File: config.mk
export PLATFORM = sky130hd
export DESIGN_NAME = fp_result_collector
export DESIGN_NICKNAME = d
export VERILOG_FILES = /design/src/rtl/fp_pkg.sv /design/src/rtl/fp_result_fifo.sv /design/src/rtl/fp_result_collector.sv
export SDC_FILE = /design/constraint.sdc
export NUM_CORES = 1
export LEC_CHECK = 0
export ABC_CLOCK_PERIOD_IN_PS = 6500
export CAP_MARGIN = 20
export CELL_PAD_IN_SITES_DETAIL_PLACEMENT = 1
export CELL_PAD_IN_SITES_GLOBAL_PLACEMENT = 1
export CORE_MARGIN = 1.5
export CORE_UTILIZATION = 49
export CTS_BUF_LIST = sky130_fd_sc_hd__clkbuf_16
export CTS_CLUSTER_SIZE = 10
export DETAILED_ROUTE_END_ITERATION = 6
export PLACE_DENSITY = 0.83
export SYNTH_ARGS = -nofsm -noshare
export SYNTH_HDL_FRONTEND = slang
export SYNTH_SLANG_ARGS = --single-unit
File: constraint.sdc
create_clock -name clk -period 6.5 [get_ports clk]
set_clock_uncertainty 0.1 [all_clocks]
set_input_delay 1.3 -clock clk [delete_from_list [all_inputs] [get_ports clk]]
set_output_delay 1.3 -clock clk [all_outputs]
set_load 0.005 [all_outputs]
File: src/rtl/fp_pkg.sv
// rtl/fp_pkg.sv - shared process codes, widths and collector state encoding
package fp_pkg;

  localparam logic [1:0] PROC_SINGLE_BIN   = 2'b00;
  localparam logic [1:0] PROC_SINGLE_UNARY = 2'b01;
  localparam logic [1:0] PROC_DOUBLE_BIN   = 2'b10;
  localparam logic [1:0] PROC_RSVD         = 2'b11;

  localparam int SINGLE_W = 32;
  localparam int DOUBLE_W = 64;
  localparam int FMT_W    = 2;
  localparam int ENTRY_W  = FMT_W + DOUBLE_W;

  localparam logic [1:0] ST_IDLE     = 2'd0;
  localparam logic [1:0] ST_ACK      = 2'd1;
  localparam logic [1:0] ST_WAIT_LOW = 2'd2;

  // The reserved code falls through to the single-precision path.
  function automatic logic [DOUBLE_W-1:0] select_result(
    input logic [FMT_W-1:0]    proc,
    input logic [SINGLE_W-1:0] zs,
    input logic [DOUBLE_W-1:0] zd
  );
    if (proc == PROC_DOUBLE_BIN) begin
      return zd;
    end
    return {{(DOUBLE_W-SINGLE_W){1'b0}}, zs};
  endfunction

endpackage

File: src/rtl/fp_result_fifo.sv
// rtl/fp_result_fifo.sv - first-word-fall-through FIFO holding tagged results
module fp_result_fifo
  import fp_pkg::*;
#(
  parameter int DEPTH  = 4,
  parameter int WIDTH  = ENTRY_W,
  localparam int PTR_W  = $clog2(DEPTH),
  localparam int FILL_W = PTR_W + 1
) (
  input  logic              clk,
  input  logic              rst,
  input  logic              push,
  input  logic [WIDTH-1:0]  push_data,
  input  logic              pop,
  output logic [WIDTH-1:0]  head_data,
  output logic              full,
  output logic              empty,
  output logic [FILL_W-1:0] fill
);

  logic [WIDTH-1:0]  mem_q [DEPTH];
  logic [PTR_W-1:0]  wr_ptr_q, wr_ptr_d;
  logic [PTR_W-1:0]  rd_ptr_q, rd_ptr_d;
  logic [FILL_W-1:0] fill_q, fill_d;
  logic              push_ok;
  logic              pop_ok;

  assign full      = (fill_q == FILL_W'(DEPTH));
  assign empty     = (fill_q == '0);
  assign fill      = fill_q;
  assign head_data = mem_q[rd_ptr_q];

  // Pointers wrap naturally because DEPTH is a power of two.
  assign push_ok = push && !full;
  assign pop_ok  = pop && !empty;

  always_comb begin
    wr_ptr_d = wr_ptr_q;
    rd_ptr_d = rd_ptr_q;
    fill_d   = fill_q;
    if (push_ok) begin
      wr_ptr_d = wr_ptr_q + PTR_W'(1);
    end
    if (pop_ok) begin
      rd_ptr_d = rd_ptr_q + PTR_W'(1);
    end
    case ({push_ok, pop_ok})
      2'b10:   fill_d = fill_q + FILL_W'(1);
      2'b01:   fill_d = fill_q - FILL_W'(1);
      default: fill_d = fill_q;
    endcase
  end

  always_ff @(posedge clk or negedge rst) begin
    if (!rst) begin
      wr_ptr_q <= '0;
      rd_ptr_q <= '0;
      fill_q   <= '0;
    end else begin
      wr_ptr_q <= wr_ptr_d;
      rd_ptr_q <= rd_ptr_d;
      fill_q   <= fill_d;
    end
  end

  always_ff @(posedge clk) begin
    if (push_ok) begin
      mem_q[wr_ptr_q] <= push_data;
    end
  end

endmodule

File: src/rtl/fp_result_collector.sv
// rtl/fp_result_collector.sv - captures FP core results and queues them for a consumer
module fp_result_collector
  import fp_pkg::*;
#(
  parameter int DEPTH = 4,
  parameter int CNT_W = 16
) (
  input  logic                     clk,
  input  logic                     rst,
  input  logic [1:0]               process,
  input  logic [SINGLE_W-1:0]      output_zs,
  input  logic [DOUBLE_W-1:0]      output_zd,
  input  logic                     output_z_stb,
  output logic                     output_z_ack,
  output logic                     m_valid,
  input  logic                     m_ready,
  output logic [DOUBLE_W-1:0]      m_data,
  output logic [1:0]               m_fmt,
  output logic [$clog2(DEPTH):0]   fill,
  output logic [CNT_W-1:0]         total_results
);

  logic [1:0]       state_q, state_d;
  logic             ack_q, ack_d;
  logic [CNT_W-1:0] total_q, total_d;
  logic             capture;
  logic             fifo_full;
  logic             fifo_empty;
  logic [ENTRY_W-1:0] push_entry;
  logic [ENTRY_W-1:0] head_entry;

  // Full is judged on occupancy before any same-edge pop, so a pop never
  // opens room for a capture on that same edge.
  assign capture    = (state_q == ST_IDLE) && output_z_stb && !fifo_full;
  assign push_entry = {process, select_result(process, output_zs, output_zd)};

  always_comb begin
    state_d = state_q;
    ack_d   = 1'b0;
    total_d = total_q;
    case (state_q)
      ST_IDLE: begin
        if (capture) begin
          state_d = ST_ACK;
          ack_d   = 1'b1;
          if (total_q != {CNT_W{1'b1}}) begin
            total_d = total_q + CNT_W'(1);
          end
        end
      end
      ST_ACK: begin
        state_d = ST_WAIT_LOW;
      end
      ST_WAIT_LOW: begin
        // Hold off until the core drops stb so one result is taken once.
        if (!output_z_stb) begin
          state_d = ST_IDLE;
        end
      end
      default: begin
        state_d = ST_IDLE;
      end
    endcase
  end

  always_ff @(posedge clk or negedge rst) begin
    if (!rst) begin
      state_q <= ST_IDLE;
      ack_q   <= 1'b0;
      total_q <= '0;
    end else begin
      state_q <= state_d;
      ack_q   <= ack_d;
      total_q <= total_d;
    end
  end

  fp_result_fifo #(
    .DEPTH (DEPTH),
    .WIDTH (ENTRY_W)
  ) u_fifo (
    .clk       (clk),
    .rst       (rst),
    .push      (capture),
    .push_data (push_entry),
    .pop       (m_ready),
    .head_data (head_entry),
    .full      (fifo_full),
    .empty     (fifo_empty),
    .fill      (fill)
  );

  assign output_z_ack  = ack_q;
  assign m_valid       = !fifo_empty;
  assign m_data        = head_entry[DOUBLE_W-1:0];
  assign m_fmt         = head_entry[ENTRY_W-1:DOUBLE_W];
  assign total_results = total_q;

endmodule

==> out/qor.csv, run 1 <==
metric;value;unit
clk root buf;clkbuf_16;
setup TNS;0;ps
final hold violations;0;
Static Leak;4.97;nW
adder and majority cell fraction of the synthesized area;0.831;%
largest net degree at the start of global routing;68;
run status;completed;
core area;22800;um2
final WL;25500;um
syn_area_per_cell;21.2;um2
Clk pin slew, worst setup/hold paths;50;ps
Die Span Y;156;um
slowest stage cell on the critical path;dfrtp_4;
row count;55;
Yosys cell types;40;
overflow left after global routing;0;
Mapped Area;11400;um2
Synth Area in Compound Gates;0.907;%
Hold EP;state_q[1]$_DFFE_PN0P_;
GRT Overall Usage;21.7;%
Crit Reg-Reg Startpoint;u_fifo.fill[0]$_DFFE_PN0P_;
via count;5937;
crit-path leading delay family;flip-flops;
clock tree sinks;290;
DRT Pass-1 Iters;4;
YS warnings;0;
Slew Limit Fails;0;
ys flop type;edfxtp_1;
PortBufs;188;
register area share after synthesis;74.9;%
CP Class;register to output port;
CTS Buffer Depth;3;
cts repair resizes;0;
Final #Nets;854;
H-tree depth;2;
fmax;218;MHz
unrepaired setup endpoints after global routing;false;
EDFF count, synth;264;
Max-cap violations;0;
global-route wire length before repair;39200;um
Post-Synth XOR/XNOR Area;0.995;%
die extent in x;156;um
hold depth;1;
Worst R2R Path Depth;9;
Async SR Flop Fraction;8.97;%
routability cong.;0.761;
Power Dens Cells;411;nW/um2
initial antenna violation count;0;
reg2reg setup slack;3930;ps
syn_nets;648;
Starting DRT DRC Count;366;
Final Cycle Share;70.5;%
R2R Path End;u_fifo.fill[2]$_DFFE_PN0P_;
Post-CTS Hold Buffers;0;
CP Buf/Inv Count;2;
total power;6.03;mW
maximum vdd ir drop;237;uV
Synth Area in Simple Gates;4.78;%
hold crit path type;register to register;
die area;24300;um2
Ports;189;
Avg WL per Cell;23.7;um
insertion delay to the later sink of the worst-skew pair;490;ps
synthesis-stage register bit count;290;
Mapped Cells;539;
Slew headroom;30.8;%
proportion of layout cells with a drive suffix above 1;21.3;%
Worst Tran Pin Value;1040;ps
critical path's largest stage delay;1050;ps
vias in the first global route;6692;
mux share of post-synthesis cell area;16.5;%
crit path time final;4580;ps
setup violators final;0;
detailed placement HPWL;15600;um
Detail Route Antenna Nets;0;
CP required;5100;ps
DR DRC count;0;
diode count;0;
worst-path cell chain;buf_4 -> mux4_2 -> clkdlybuf4s50_1;
CP max FO;47;
initial core utilization;50.3;%
worst hold start;state_q[1]$_DFFE_PN0P_;
TritonCTS clock tree;done;
area grow syn2layout;28.0;%
Vias/cell;5.52;
Worst setup EP type;output port;
Setup crit start kind;register;
setup repair bufs after CTS;0;
Num CTS Buffers;35;
combinational family with the most area after synthesis;multiplexers;
CP arrival;3180;ps
-- layout by cell type, fill, tap and decap left out, types with 2 or more instances in the layout --
master / instances
edfxtp_1: 264
nand3_1: 6
inv_6: 3
nand4_4: 2
mux2_2: 34
clkbuf_16: 35
and3_1: 2
xor2_1: 6
and2_1: 33
clkdlybuf4s50_1: 188
nor3_1: 2
xnor2_1: 7
a31oi_1: 3
buf_4: 4
nand4_1: 6
dfrtp_1: 24
a21oi_1: 7
nor2_1: 5
ha_1: 6
inv_1: 23
nand2_1: 4
dfrtp_4: 2
o21ai_0: 5
nor4_4: 2
mux4_2: 66
and2_4: 5
-- power by group --
part	switching, mW	internal, mW	total [mW]
sequential	0.305	2.38	2.69
combinational	0.637	1.04	1.68
clock	0.694	0.967	1.66
total	1.64	4.39	6.03
-- worst max path at each step --
stage / startpoint / to / slack (ps) / cells past startpoint
after floorplan: output_z_stb / u_fifo.mem_q[0][0]$_DFFE_PP_ / 2260 / 4
after global placement: u_fifo.rd_ptr_q[0]$_DFFE_PN0P_ / m_data[51] / 2370 / 3
after detailed placement: u_fifo.rd_ptr_q[0]$_DFFE_PN0P_ / m_data[53] / 2340 / 3
after CTS: u_fifo.rd_ptr_q[0]$_DFFE_PN0P_ / m_data[51] / 1820 / 3
after global routing: u_fifo.rd_ptr_q[0]$_DFFE_PN0P_ / m_data[51] / 1670 / 3
final: u_fifo.rd_ptr_q[0]$_DFFE_PN0P_ / m_data[53] / 1920 / 3
-- synthesized netlist by cell type, types with 2 or more instances --
cell	number	area [um2]
edfxtp_1	264	7930
clkbuf_1	10	37.5
nor2_1	5	18.8
ha_1	6	75.1
dfrtp_1	26	651
mux4_2	66	1490
nand4_1	6	37.5
buf_1	8	30.0
nor3_1	2	10.0
o21ai_0	5	25.0
xor2_1	6	52.6
nand2_1	4	15.0
nand3_1	6	30.0
nand4_4	2	42.5
a31oi_1	3	18.8
nor4_4	2	42.5
and3_1	2	12.5
mux2_2	34	383
buf_2	5	25.0
xnor2_1	7	61.3
and2_1	37	231
a21oi_1	7	35.0
inv_1	9	33.8
-- sequential cells by signal, summed over array words and instances, names as in the netlist --
name,cells
u_fifo.mem_q,264
u_fifo.rd_ptr_q,2
u_fifo.fill,3
total_results,16
state_q,2
output_z_ack,1
u_fifo.wr_ptr_q,2
-- cells by family after synthesis --
logic type	Yosys count
mux	101
xor+xnor	13
compound gates	18
buf+inv	32
flops	290
fa+ha+maj	7
simple gates	78
-- per-stage QoR --
stage / instance area (um2) / setup slack (ps) / std cells / utilization, % / hold WS, ps
after floorplan: 11400 / 2260 / 539 / - / 358
after global placement: 13700 / 2370 / 1021 / 60.1 / 375
after detailed placement: 13700 / 2340 / 1021 / 60.1 / 391
after CTS: 14700 / 1820 / 1075 / 64.3 / 399
after global routing: 14700 / 1670 / 1075 / 64.3 / 417
final: 14700 / 1920 / 1075 / 64.3 / 396
-- area by class of cell --
cell class                 count  area, um2
inverter                       9       33.8
multi-input combinational    217       2760
timing repair buffer         192       1910
fill                        1918       8130
sequential                   290       8590
tap                          313        392
clock buffer                  35        876
clock inverter                19       90.1
-- routing by layer --
layer  up-vias  GRT usage, %  part of all wire, %
met5         -             0                    0
met4         0          6.85                  2.3
met3        44          4.36                  5.4
met2       208          37.4                   51
met1      3085          28.0                   41
li1       2600             -                    -
(Power assumes the default switching activity.)
==> run 2, diff against run 1 <==
- ABC_CLOCK_PERIOD_IN_PS: 6500 -> 4700
- CORE_UTILIZATION: 49 -> 46
- PLACE_DENSITY: 0.83 -> 0.79
- clock period: 6.5 -> 4.7 ns (I/O delays scaled with it)
==> run 2 against run 1 <==
  * Critical path depth unchanged
  * Clock power rose by 40%
  * Sequential share of layout area fell by 0.19 points
  * Largest power group unchanged
  * Total power grew 39%
  * Combinational power is 42% higher
  * Via count shrank 1.0%
  * Critical endpoint is now m_data[16]
  * Global-route usage down 1.6 points
  * Sequential power is 36% higher
==> out/qor.csv, run 2 (same netlist as run 1, synthesis figures left out) <==
metric;value;unit;change
PortBufs;188;;unchanged
worst hold start;state_q[1]$_DFFE_PN0P_;;
Hold EP;state_q[1]$_DFFE_PN0P_;;
setup repair bufs after CTS;0;;unchanged
Slew Limit Fails;0;;unchanged
area of the multi-input gates;2760;um2;unchanged
H-tree depth;2;;unchanged
Detail Route Antenna Nets;0;;unchanged
insertion delay to the later sink of the worst-skew pair;510;ps;+20 ps
CP required;3660;ps;-1440 ps
CTS Buffer Depth;3;;unchanged
detailed placement HPWL;16000;um;+2.9%
run status;completed;;
most common cell after layout, fill and taps aside;edfxtp_1;;
Final Cycle Share;83.6;%;
Post-CTS Hold Buffers;0;;unchanged
reg2reg setup slack;2140;ps;-1790 ps
Ports;189;;unchanged
die extent in x;161;um;+3.1%
global-route wire length before repair;39000;um;-0.65%
placed cell area;13700;um2;+0.45%
crit path time final;3930;ps;
Avg WL per Cell;23.3;um;-1.7%
unrepaired setup endpoints after global routing;false;;
post-route design area;14700;um2;+0.33%
setup violators final;0;;unchanged
critical path's largest stage delay;880;ps;-170 ps
Worst setup EP type;output port;;
die area;25800;um2;+6.4%
Final #Nets;857;;+0.35%
maximum vdd ir drop;331;uV;+39%
final WL;25100;um;-1.5%
row count;57;;+3.6%
hold depth;1;;unchanged
Sequential Area;8590;um2;unchanged
total power;8.38;mW;+39%
DRT Pass-1 Iters;4;;unchanged
Worst R2R Path Depth;3;;-6
clock tree sinks;290;;unchanged
Clk pin slew, worst setup/hold paths;50;ps;about the same
fmax;255;MHz;
Slew headroom;32.4;%;+1.6 points
proportion of layout cells with a drive suffix above 1;21.8;%;+0.49 points
routability cong.;0.755;;-0.80%
Worst Tran Pin Value;1010;ps;-23.3 ps
CP Class;register to output port;;
Vias/cell;5.45;;-1.3%
TritonCTS clock tree;done;;
worst-path cell chain;buf_4 -> mux4_2 -> clkdlybuf4s50_1;;
Setup crit start kind;register;;
Num CTS Buffers;35;;unchanged
area grow syn2layout;28.4;%;
Static Leak;4.95;nW;-0.41%
cts repair resizes;0;;unchanged
clk root buf;clkbuf_16;;
GRT Overall Usage;20.2;%;-1.6 points
setup TNS;0;ps;unchanged
initial antenna violation count;0;;unchanged
overflow left after global routing;0;;unchanged
Max-cap violations;0;;unchanged
largest net degree at the start of global routing;68;;unchanged
CP max FO;36;;-23%
fill count;2111;;+10%
final hold violations;0;;unchanged
Biggest register;u_fifo.mem_q;;
R2R Path End;u_fifo.mem_q[0][42]$_DFFE_PP_;;
DR DRC count;0;;unchanged
hold crit path type;register to register;;
vias in the first global route;6701;;+0.13%
slowest stage cell on the critical path;dfrtp_4;;
commonest non-fill, non-tap cells in the layout;264 x edfxtp_1, 188 x clkdlybuf4s50_1, 66 x mux4_2;;
Die Span Y;161;um;+3.1%
CP arrival;2890;ps;-290 ps
Starting DRT DRC Count;337;;-7.9%
crit-path leading delay family;buffers and inverters;;
max reg flops;264;;unchanged
core area;24400;um2;+7.1%
Power Dens Cells;570;nW/um2;+39%
via count;5876;;-1.0%
CP Buf/Inv Count;2;;unchanged
diode count;0;;unchanged
initial core utilization;46.9;%;-3.3 points
Crit Reg-Reg Startpoint;state_q[1]$_DFFE_PN0P_;;
run 2: routing by layer:
| layer | up-vias | track usage [%] | wire (um) |
|---|---|---|---|
| li1 | 2590 | - | - |
| met1 | 3033 | 26.6 | 10300 |
| met2 | 208 | 32.9 | 12600 |
| met3 | 45 | 4.57 | 1450 |
| met4 | 0 | 7.83 | 760 |
| met5 | - | 0 | 0 |
run 2: layout make-up:
type | instances | share of cell area, %
Clock buffer | 37 | 6.30
Clock inverter | 6 | 0.187
Inverter | 9 | 0.230
Multi-Input combinational cell | 217 | 18.8
Sequential cell | 290 | 58.4
Tap cell | 324 | 2.76
Timing Repair Buffer | 195 | 13.3
run 2: worst max-delay path by stage:
stage / endpoint / start / slack, ps / cells after the start
floorplan: u_fifo.mem_q[0][0]$_DFFE_PP_ / output_z_stb / 820 / 4
global placement: u_fifo.mem_q[0][41]$_DFFE_PP_ / output_z_stb / 1160 / 4
detailed placement: u_fifo.mem_q[0][39]$_DFFE_PP_ / output_z_stb / 1090 / 4
CTS: m_data[16] / u_fifo.rd_ptr_q[0]$_DFFE_PN0P_ / 670 / 3
global route: m_data[16] / u_fifo.rd_ptr_q[0]$_DFFE_PN0P_ / 570 / 3
finish: m_data[16] / u_fifo.rd_ptr_q[0]$_DFFE_PN0P_ / 770 / 3
run 2: power breakdown:
part / leakage, nW / internal [mW] / switching [mW]
clock: 0.479 / 1.38 / 0.936
sequential: 2.77 / 3.29 / 0.380
combinational: 1.70 / 1.47 / 0.926
run 2: metrics by stage:
stage | cells | hold slack [ps] | setup slack [ps] | util (%)
finish | 1078 | 411 | 772 | 60.3
global route | 1078 | 462 | 571 | 60.3
CTS | 1078 | 404 | 671 | 60.3
detailed placement | 1035 | 400 | 1090 | 56.4
global placement | 1035 | 384 | 1160 | 56.4
floorplan | 539 | 358 | 816 | -
run 2: worst register-to-register path, stage by stage, from the launching register on:
cell     delay (ps)
dfrtp_1         400
or3b_4          460
nor2_4          290
and2_4          860
==> run 3, diff against run 2 <==
- ABC_CLOCK_PERIOD_IN_PS: 4700 -> 3200
- CORE_UTILIZATION: 46 -> 41
- PLACE_DENSITY: 0.79 -> 0.74
- clock period: 4.7 -> 3.2 ns (I/O delays scaled with it)
==> run 3 against run 2 <==
  * Clock power grew 42%
  * Design area grew 2.2%
  * Via count is 1.5% higher
  * Count of clock-buffer cells in the layout is 2 lower
  * Setup slack worse by 620 ps
  * Register-to-register slack lost 1300 ps
  * Largest power group unchanged
==> out/qor.csv, run 3 (same netlist as run 1, synthesis figures left out) <==
metric;value;unit;change
routability cong.;0.748;;-0.86%
setup violators final;0;;unchanged
Avg WL per Cell;22.5;um;-3.6%
Metal-1 WL;11300;um;+9.1%
Post-CTS Hold Buffers;0;;unchanged
Power Dens Cells;829;nW/um2;+45%
fill count;2411;;+14%
proportion of layout cells with a drive suffix above 1;22.8;%;+1.0 points
DR DRC count;0;;unchanged
worst hold start;state_q[1]$_DFFE_PN0P_;;
Ports;189;;unchanged
crit path time final;3050;ps;
Vias/cell;5.22;;-4.3%
commonest non-fill, non-tap cells in the layout;264 x edfxtp_1, 188 x clkdlybuf4s50_1, 66 x mux4_2;;
die extent in x;170;um;+5.8%
WL met2;12400;um;-1.8%
detailed placement HPWL;16700;um;+4.1%
worst hold slack;401;ps;-10.1 ps
DRT Pass-1 Iters;6;;+2
Final Cycle Share;95.3;%;
fmax;328;MHz;
run status;completed;;
core area;27200;um2;+11%
die area;28900;um2;+12%
initial antenna violation count;0;;unchanged
post-route design area;15000;um2;+2.2%
clk root buf;clkbuf_16;;
most common cell after layout, fill and taps aside;edfxtp_1;;
clock tree sinks;290;;unchanged
Num CTS Buffers;35;;unchanged
Util after Layout;55.3;%;-5.0 points
max reg flops;264;;unchanged
overflow left after global routing;0;;unchanged
vias in the first global route;6748;;+0.70%
Biggest register;u_fifo.mem_q;;
Slew headroom;61.3;%;+29 points
setup TNS;0;ps;unchanged
GRT Overall Usage;17.9;%;-2.3 points
reg2reg setup slack;860;ps;-1280 ps
via count;5966;;+1.5%
placed cell area;14000;um2;+2.1%
met3 routed WL;1590;um;+9.1%
Final #Nets;869;;+1.4%
area grow syn2layout;31.2;%;
CTS Buffer Depth;3;;unchanged
global-route wire length before repair;38600;um;-0.83%
Slew Limit Fails;0;;unchanged
Worst setup EP type;output port;;
Worst Tran Pin Value;578;ps;-436 ps
diode count;0;;unchanged
CP max FO;20;;-44%
final WL;25700;um;+2.3%
insertion delay to the later sink of the worst-skew pair;490;ps;-20 ps
Clk pin slew, worst setup/hold paths;60;ps;about the same
CP required;2460;ps;-1200 ps
max layer used;met4;;
CP Class;register to output port;;
unrepaired setup endpoints after global routing;false;;
Starting DRT DRC Count;338;;+0.30%
PortBufs;188;;unchanged
Setup crit start kind;register;;
TritonCTS clock tree;done;;
largest net degree at the start of global routing;49;;-28%
Max-cap violations;0;;unchanged
initial core utilization;42.1;%;-4.8 points
Die Span Y;170;um;+5.8%
hold crit path type;register to register;;
row count;60;;+5.3%
maximum vdd ir drop;382;uV;+15%
CP arrival;2310;ps;-580 ps
final hold violations;0;;unchanged
Detail Route Antenna Nets;0;;unchanged
CP startpoint;u_fifo.rd_ptr_q[0]$_DFFE_PN0P_;;
Static Leak;5.08;nW;+2.7%
Crit Reg-Reg Startpoint;u_fifo.fill[0]$_DFFE_PN0P_;;
H-tree depth;2;;unchanged
run 3: area by class of cell:
| class | instances | area [um2] | share of cell area [%] |
|---|---|---|---|
| Timing Repair Buffer | 207 | 2230 | 14.9 |
| Clock inverter | 14 | 62.6 | 0.417 |
| Tap cell | 372 | 465 | 3.10 |
| Sequential cell | 290 | 8590 | 57.2 |
| Clock buffer | 35 | 876 | 5.83 |
| Inverter | 9 | 33.8 | 0.225 |
| Multi-Input combinational cell | 217 | 2760 | 18.4 |
run 3: per-stage QoR:
stage	setup slack, ps	total power [mW]	cells
finish	150	12.5	1144
global route	35.8	13.0	1144
CTS	12.8	12.6	1143
detailed placement	331	9.25	1094
global placement	370	9.11	1094
floorplan	328	7.03	539
run 3: metal layers:
layer,vias to the layer above,track usage (%)
met5,-,0
met4,0,5.12
met3,38,3.98
met2,214,29.6
met1,3093,23.8
li1,2621,-
run 3: final timing paths:
check / end / depth (start not counted)
min in group asynchronous: total_results[1]$_DFFE_PN0P_ / 2
hold reg to reg: state_q[1]$_DFFE_PN0P_ / 1
setup / recovery: m_data[63] / 3
hold / removal: state_q[1]$_DFFE_PN0P_ / 1
setup reg to reg: u_fifo.fill[2]$_DFFE_PN0P_ / 9
max in group asynchronous: u_fifo.rd_ptr_q[1]$_DFFE_PN0P_ / 2
run 3: power by group:
part	switching, mW	internal (mW)
Clock	1.35	1.95
Combinational	1.66	2.35
Sequential	0.322	4.82
Total	3.33	9.12
run 3: worst max-delay path, stage by stage (launching register included):
cell and delay, ps:
dfrtp_4 490, buf_8 270, mux4_2 580, clkdlybuf4s50_1 480
run 3: what timing repair did:
action,in CTS,in global routing
gates resized for setup,0,3
endpoints found under the setup margin,0,23
buffers inserted,0,0
